`src/rtl/psum_collector_if.sv`:
```
// Bundle of the psum collector's frame control, input lane and output bus.
// The master modport is the frame driver/consumer side; the slave is the collector.
interface psum_collector_if #(
    parameter int DATA_W = 16,
    parameter int MAX_CH = 24,
    parameter int CNT_W  = 5
);
    logic                       start;
    logic [CNT_W-1:0]           oc;
    logic                       acc_mode;
    logic                       clr;
    logic                       in_valid;
    logic [DATA_W-1:0]          in_data;
    logic                       in_ready;
    logic                       out_valid;
    logic                       out_ready;
    logic [MAX_CH*DATA_W-1:0]   out_data;
    logic [CNT_W-1:0]           out_oc;
    logic                       busy;
    logic                       cfg_err;
    logic                       sat;

    modport master (
        output start, oc, acc_mode, clr, in_valid, in_data, out_ready,
        input  in_ready, out_valid, out_data, out_oc, busy, cfg_err, sat
    );
    modport slave (
        input  start, oc, acc_mode, clr, in_valid, in_data, out_ready,
        output in_ready, out_valid, out_data, out_oc, busy, cfg_err, sat
    );
endinterface

```
`src/rtl/psum_collector.sv`:
```
// Serial-to-parallel PE partial-sum collector: gathers oc words into MAX_CH slots,
// optionally accumulating (saturating) onto the previous frame's contents.
module psum_collector #(
    parameter int DATA_W = 16,
    parameter int MAX_CH = 24,
    parameter int CNT_W  = 5
) (
    input  logic              clk,
    input  logic              rst,
    psum_collector_if.slave   bus
);
    localparam logic [1:0] IDLE = 2'd0;
    localparam logic [1:0] LOAD = 2'd1;
    localparam logic [1:0] DONE = 2'd2;
    localparam logic [CNT_W-1:0] MAX_OC = CNT_W'(MAX_CH);

    logic [1:0]                     state;
    logic [CNT_W-1:0]               idx;
    logic [CNT_W-1:0]               oc_q;
    logic                           acc_q;
    logic                           sat_q;
    logic                           cfg_err_q;
    logic [MAX_CH-1:0][DATA_W-1:0]  slot;

    logic              in_idle, oc_ok, go, zero_all, beat, last;
    logic [DATA_W-1:0] cur, sat_val, wdata;
    logic [DATA_W:0]   sum;
    logic              ovf;

    assign in_idle  = (state == IDLE);
    assign oc_ok    = (bus.oc != '0) && (bus.oc <= MAX_OC);
    assign go       = in_idle & bus.start & oc_ok;
    // clr ranks ahead of a same-cycle start, so both just zero the slots here
    assign zero_all = in_idle & (bus.clr | (go & ~bus.acc_mode));
    assign beat     = (state == LOAD) & bus.in_valid;
    assign last     = beat & (idx == oc_q - 1'b1);

    // One shared adder: select the slot being written, then saturate the sum
    always_comb begin
        cur = '0;
        for (int k = 0; k < MAX_CH; k++)
            if (idx == CNT_W'(k)) cur = slot[k];
    end

    assign sum     = {cur[DATA_W-1], cur} + {bus.in_data[DATA_W-1], bus.in_data};
    assign ovf     = sum[DATA_W] ^ sum[DATA_W-1];
    assign sat_val = !ovf ? sum[DATA_W-1:0]
                   : (sum[DATA_W] ? {1'b1, {(DATA_W-1){1'b0}}} : {1'b0, {(DATA_W-1){1'b1}}});
    assign wdata   = acc_q ? sat_val : bus.in_data;

    always_ff @(posedge clk or posedge rst) begin
        if (rst) begin
            slot <= '0;
        end else begin
            for (int k = 0; k < MAX_CH; k++) begin
                if (zero_all)
                    slot[k] <= '0;
                else if (beat && idx == CNT_W'(k))
                    slot[k] <= wdata;
            end
        end
    end

    always_ff @(posedge clk or posedge rst) begin
        if (rst) begin
            state     <= IDLE;
            idx       <= '0;
            oc_q      <= '0;
            acc_q     <= 1'b0;
            sat_q     <= 1'b0;
            cfg_err_q <= 1'b0;
        end else begin
            cfg_err_q <= in_idle & bus.start & ~oc_ok;
            case (state)
                IDLE: if (go) begin
                    state <= LOAD;
                    oc_q  <= bus.oc;
                    acc_q <= bus.acc_mode;
                    idx   <= '0;
                    sat_q <= 1'b0;
                end
                LOAD: if (beat) begin
                    idx <= idx + 1'b1;
                    if (acc_q && ovf) sat_q <= 1'b1;
                    if (last) state <= DONE;
                end
                DONE: if (bus.out_ready) state <= IDLE;
                default: state <= IDLE;
            endcase
        end
    end

    assign bus.in_ready  = (state == LOAD);
    assign bus.out_valid = (state == DONE);
    assign bus.busy      = !in_idle;
    assign bus.out_data  = slot;
    assign bus.out_oc    = oc_q;
    assign bus.cfg_err   = cfg_err_q;
    assign bus.sat       = sat_q;
endmodule
```
`src/flat_wrapper.sv`:
```
// flat-port wrapper written by rule: the top's interface ports become plain ports
module psum_collector_flat 
#(
    parameter int DATA_W = 16,
    parameter int MAX_CH = 24,
    parameter int CNT_W  = 5
)
  (clk, rst, bus_start, bus_oc, bus_acc_mode, bus_clr, bus_in_valid, bus_in_data, bus_out_ready, bus_in_ready, bus_out_valid, bus_out_data, bus_out_oc, bus_busy, bus_cfg_err, bus_sat);
  psum_collector_if #(.DATA_W(DATA_W), .MAX_CH(MAX_CH), .CNT_W(CNT_W)) bus_i ();
  input  logic clk;
  input  logic rst;
  input wire logic [$bits(bus_i.start)-1:0] bus_start;
  input wire logic [$bits(bus_i.oc)-1:0] bus_oc;
  input wire logic [$bits(bus_i.acc_mode)-1:0] bus_acc_mode;
  input wire logic [$bits(bus_i.clr)-1:0] bus_clr;
  input wire logic [$bits(bus_i.in_valid)-1:0] bus_in_valid;
  input wire logic [$bits(bus_i.in_data)-1:0] bus_in_data;
  input wire logic [$bits(bus_i.out_ready)-1:0] bus_out_ready;
  output wire logic [$bits(bus_i.in_ready)-1:0] bus_in_ready;
  output wire logic [$bits(bus_i.out_valid)-1:0] bus_out_valid;
  output wire logic [$bits(bus_i.out_data)-1:0] bus_out_data;
  output wire logic [$bits(bus_i.out_oc)-1:0] bus_out_oc;
  output wire logic [$bits(bus_i.busy)-1:0] bus_busy;
  output wire logic [$bits(bus_i.cfg_err)-1:0] bus_cfg_err;
  output wire logic [$bits(bus_i.sat)-1:0] bus_sat;
  assign bus_i.start = bus_start;
  assign bus_i.oc = bus_oc;
  assign bus_i.acc_mode = bus_acc_mode;
  assign bus_i.clr = bus_clr;
  assign bus_i.in_valid = bus_in_valid;
  assign bus_i.in_data = bus_in_data;
  assign bus_i.out_ready = bus_out_ready;
  assign bus_in_ready = bus_i.in_ready;
  assign bus_out_valid = bus_i.out_valid;
  assign bus_out_data = bus_i.out_data;
  assign bus_out_oc = bus_i.out_oc;
  assign bus_busy = bus_i.busy;
  assign bus_cfg_err = bus_i.cfg_err;
  assign bus_sat = bus_i.sat;
  psum_collector #(.DATA_W(DATA_W), .MAX_CH(MAX_CH), .CNT_W(CNT_W)) u_core (.clk(clk), .rst(rst), .bus(bus_i));
endmodule
```
`config.mk`:
```
export PLATFORM = sky130hd
export DESIGN_NAME = psum_collector_flat
export DESIGN_NICKNAME = d
export VERILOG_FILES = /design/src/rtl/psum_collector_if.sv /design/src/rtl/psum_collector.sv /design/src/flat_wrapper.sv
export SDC_FILE = /design/constraint.sdc
export NUM_CORES = 1
export LEC_CHECK = 0
export CELL_PAD_IN_SITES_DETAIL_PLACEMENT = 1
export CELL_PAD_IN_SITES_GLOBAL_PLACEMENT = 1
export CORE_ASPECT_RATIO = 0.5
export CORE_MARGIN = 4
export CORE_UTILIZATION = 39
export CTS_BUF_LIST = sky130_fd_sc_hd__clkbuf_16
export CTS_CLUSTER_DIAMETER = 30
export DETAILED_ROUTE_END_ITERATION = 6
export GPL_ROUTABILITY_DRIVEN = 0
export PLACE_DENSITY_LB_ADDON = 0.1
export SLEW_MARGIN = 15
export SYNTH_ARGS = -nofsm -noshare
export SYNTH_HDL_FRONTEND = slang
export SYNTH_SLANG_ARGS = --single-unit
```
`constraint.sdc`:
```
create_clock -name clk -period 18.02 [get_ports clk]
set_input_delay 4.505 -clock clk [delete_from_list [all_inputs] [get_ports clk]]
set_output_delay 4.505 -clock clk [all_outputs]
set_load 0.02 [all_outputs]
```
* After elaboration in Yosys (flattened, before gate mapping)
Cells that the tools add are included.
Word-level totals: register bits after elaboration 399, input port bits 28, output and inout port bits 394
Operators by class: add/subtract/negate cells 3, reductions and logical operators 59, muxes and demuxes 87, order comparisons 1, bitwise gates (word level) 11, equality and inequality tests 31
Operators by type and width (count):
- 2-to-1 mux 16 bit | 75
- nonzero test 2 bit | 25
- == test 5 x 4 -> 1 bit, second input constant | 8
- == test 5 bit, second input constant | 8
- logical AND 1 bit | 26
- == test 5 x 3 -> 1 bit, second input constant | 4
- adder 16 x 16 -> 17 bit | 1
- == test 5 x 2 -> 1 bit, second input constant | 2
- 2-to-1 mux 5 bit | 2
- case mux 5 bit (2 select lines) | 1
- 2-to-1 mux 2 bit | 4
- AND reduction 4 bit | 2
- AND 1 bit | 7
- inequality test 2 x 1 -> 1 bit, second input constant | 3
- case mux 2 bit (3 select lines) | 1
- adder 5 x 1 -> 5 bit, second input constant | 1
- == test 5 x 1 -> 1 bit, second input constant | 1
- == test 5 bit | 1
- less-or-equal comparator 5 bit, second input constant | 1
- logical NOT 5 bit | 1
- nonzero test 5 bit | 1
- subtractor 5 x 1 -> 5 bit, second input constant | 1
- inequality test 2 bit, second input constant | 2
- 2-to-1 mux 1 bit | 3
- 10 further kinds | 11

* Longest topological paths before layout
depth after elaboration 31, mapped depth 27, depth with buffers taken out 21

* Worst setup path before layout
Ideal clock, no wire load.
path kind input to register, start in bus_in_data[0], end reg u_core.slot, in the netlist u_core.bus.out_data[97], path buffers 1, setup slack 10.653 ns, arrival time 7.282 ns, cell stages on the path 12, cells stage by stage ha_1 -> inv_1 -> fa_1 -> nand3b_1 -> a311o_1 -> a311oi_2 -> o211ai_1 -> a31o_2 -> maj3_1 -> mux2_2 -> buf_6 -> o21ai_0
On the way: longest elaborated chain between the ends 6, elaborated cells between the ends (all ways) 7
RTL lines:
- from (decl) | RTL line flat_wrapper.sv:17 | input wire logic [$bits(bus_i.in_data)-1:0] bus_in_data;
- adder 16 x 16 -> 17 bit * | RTL line psum_collector.sv:45 | assign sum = {cur[DATA_W-1], cur} + {bus.in_data[DATA_W-1], bus.in_data};
- 2-to-1 mux 16 bit / XOR 1 bit (equally long branches) | RTL line psum_collector.sv:48, psum_collector.sv:46
- 2-to-1 mux 16 bit * | RTL line psum_collector.sv:47 | assign sat_val = !ovf ? sum[DATA_W-1:0]
- 2-to-1 mux 16 bit * | RTL line psum_collector.sv:49 | assign wdata = acc_q ? sat_val : bus.in_data;
- 2-to-1 mux 16 bit * | RTL line psum_collector.sv:58 | else if (beat && idx == CNT_W'(k))
- 2-to-1 mux 16 bit * | RTL line psum_collector.sv:56 | if (zero_all)
- to (signal, indexed assignment) | RTL line psum_collector.sv:59 | slot[k] <= wdata;
- to (decl) | RTL line psum_collector.sv:23 | logic [MAX_CH-1:0][DATA_W-1:0] slot;
Mark *: on every way between the ends. The rest lies on a longest branch, timed or not. The select of a mux whose other input is x is not followed. A chain may end at the register's enable or synchronous reset.

* Final worst setup path
start in bus_in_data[0], end reg u_core.slot, in the netlist u_core.bus.out_data[81]
Same word-level chain as after synthesis.

==> out/qor.yml <==
yosys:
  synth_compound_area_frac: 0.257
  ys_types: 71
  synth-async-reset-ratio: 1.00
  yosys_warnings: 0
  synthCells: 2163
  synthAdderAreaFrac: 0.0190
  synthXorXnorAreaFrac: 0.00981
  yosys.area.top_type: "dfrtp_1"
  synth-seq-area-share: 0.508
  synth.cells.most_frequent: "dfrtp_1, nand2_1, o21ai_0, a21oi_1, nor2_1"
  synth_top_area_frac: 0.508
  synth.area.mux_share: 0.0145
  synth_top_flop_cell: "dfrtp_1"
  synthTopCellsByArea: "dfrtp_1, o21ai_0, nand2_1, a21oi_1, nor2_1"
  synth_simple_gate_area_frac: 0.147
  synthMostInstantiatedCell: "dfrtp_1"
  synth-edff-count: 0
  syn_area_mm2: 0.0196
  synth-seq-cells: 399
  syn-num-nets: 2215
  syn_area_per_cell_um2: 9.08
  synth_top_family_by_area: "compound AO/OA/AOI/OAI gates"
hold_path:
  worstHoldStart: "u_core.bus.out_data[54]$_DFFE_PP0P_"
  hold_depth: 2
  hp-class: "reg2reg"
  min_to: "u_core.bus.out_data[54]$_DFFE_PP0P_"
floorplanning:
  ios: 422
  placementRows: 57
  die_h_um: 167
  die_w_um: 325
  initial_core_util: 0.400
  die_area_mm2: 0.0542
  coreArea_mm2: 0.0491
sta:
  worstMarginPinSlew_ns: 1.17
  drv_slew: 0
  final_hold_viol_count: 0
  final-setup-viol-count: 0
  grt_setup_unrepaired: "false"
  post-route-period-util: 0.449
  setup_tns_ns: 0
  max-slew-margin-rel: 0.222
  max_freq_ghz: 0.123
  fin_skew_ns: 0.0294
  period_minus_slack_ns: 8.10
setup_path:
  r2r_end: "u_core.bus.out_data[81]$_DFFE_PP0P_"
  end_kind: "register"
  worst-path-max-fanout: 24
  cp-start-kind: "input pin"
  criticalPathCategory: "in2reg"
  r2r_slack_ns: 10.29
  cp_slowest_cell: "clkdlybuf4s50_1"
  critPathMaxStageDelay_ns: 0.54
  worstPathArrival_ns: 8.60
  regToRegStartpoint: "u_core.idx[1]$_DFFE_PP0P_"
  crit_chain: "clkdlybuf4s50_1 > ha_1 > inv_1 > fa_1 > nand3b_1 > a311o_1 > a311oi_2 > o211ai_1 > a31o_2 > maj3_1 > mux2_2 > o21ai_0"
  reg2regPathDepth: 20
  required_ns: 18.52
grt:
  grt-ovfl-total: 0
  grt_pass1_vias: 20400
  track_usage: 0.312
  grt_pass1_wl_um: 130000
  grt_max_degree: 162
  antenna_found_initial: 3
drt:
  drt-total-wl_um: 86000
  drtAntennaViolNets: 0
  detail_route.wl_per_cell_um: 26.4
  vias: 19500
  viasPerCell: 5.97
  drt-initial-drc-count: 1588
  drt_pre_antenna_iters: 5
  drc: 0
finish:
  syn2layout_area_growth_pct: 37.4
  fin_cells: 3264
  finalNetCount: 2607
  fin_area_mm2: 0.0270
  nFillCells: 5532
  drive_gt1_frac: 0.0907
place:
  dpl.cell_count: 3130
  placed_area_mm2: 0.0245
  dp_hpwl_um: 60300
  port_buffers: 421
status:
  status: "completed"
cts:
  cts.sinks: 399
  cts_root_buf: "clkbuf_16"
  htreeDepth: 3
  clk_pin_slew_ns: 0.05
  cts_buffers: 72
  cts-resized-gates: 0
  cts_tree: "yes"
  clock_path_buffers: 3
  hold_buffers: 0
  post_cts_buffers: 0
  clk_latency_ns: 0.61
job:
  cap_violations: 0
-- cell usage in the layout (no fill, tap or decap), types with 17 or more instances in the layout --
master           instances
a21oi_1                196
a221oi_1                51
buf_4                   61
clkbuf_16               73
clkdlybuf4s50_1        421
dfrtp_1                399
ha_1                    22
inv_1                   42
mux2i_1                 24
nand2_1                349
nand3_1                 58
nand3b_1                17
nor2_1                 147
nor2b_1                 23
nor3_1                  24
o21a_1                  19
o21ai_0                332
o22ai_1                 19
-- cell type report --
type	instances	area, µm²	share of cell area
Timing Repair Buffer	483	4690	0.174
Clock buffer	73	1830	0.0677
Antenna cell	1	2.50	0.0000928
Clock inverter	60	626	0.0232
Multi-Input combinational cell	1560	8880	0.329
Tap cell	649	812	0.0301
Sequential cell	399	9980	0.370
Inverter	39	154	0.00570
-- cells by family after synthesis --
kind of cell / Yosys count
AND/OR/NAND/NOR: 669
multiplexers: 28
adder cells (fa/ha/maj): 30
flip-flops: 399
XOR/XNOR: 22
AO/OA/AOI/OAI: 811
buffers and inverters: 204
-- registers in the layout (all words and copies together), names as in the netlist --
| register | count |
|---|---|
| u_core.bus.out_data | 384 |
| u_core.bus.cfg_err | 1 |
| u_core.idx | 5 |
| u_core.bus.sat | 1 |
| u_core.acc_q | 1 |
| u_core.state | 2 |
| u_core.bus.out_oc | 5 |
-- layer usage --
layer	routed length [µm]	vias to the layer above	global-route usage	share of wire
met5	0	-	0	0
met4	3450	0	0.123	0.040
met3	5150	176	0.0564	0.060
met2	41800	723	0.526	0.49
met1	35600	10000	0.403	0.41
li1	-	8569	-	-
-- metrics by stage --
step	hold WS, ns	util	setup WS, ns
2_1_floorplan	0.544	-	2.42
3_3_place_gp	0.477	0.499	9.49
3_5_place_dp	0.495	0.499	9.38
4_1_cts	0.513	0.548	9.99
5_1_grt	0.533	0.549	9.67
6_report	0.508	0.549	9.92
-- critical path, delay by kind of cell --
family          cells  cell delay, ns
mux                 1            0.49
compound gates      5            1.63
simple gates        1            0.22
buf+inv             2            0.63
fa+ha+maj           3            1.10
-- worst max-delay path by stage --
stage,depth (start not counted),to,slack (ns),start
floorplan,1,u_core.acc_q$_DFFE_PP0P_,2.42,rst
global placement,12,u_core.bus.out_data[97]$_DFFE_PP0P_,9.49,bus_in_data[0]
detailed placement,12,u_core.bus.out_data[81]$_DFFE_PP0P_,9.38,bus_in_data[0]
CTS,12,u_core.bus.out_data[81]$_DFFE_PP0P_,9.99,bus_in_data[0]
global route,12,u_core.bus.out_data[241]$_DFFE_PP0P_,9.67,bus_in_data[0]
finish,12,u_core.bus.out_data[81]$_DFFE_PP0P_,9.92,bus_in_data[0]
Power is left out: the tool's default activity adds up to more than one toggle a clock period on the data nets, which glitch-free logic cannot reach.
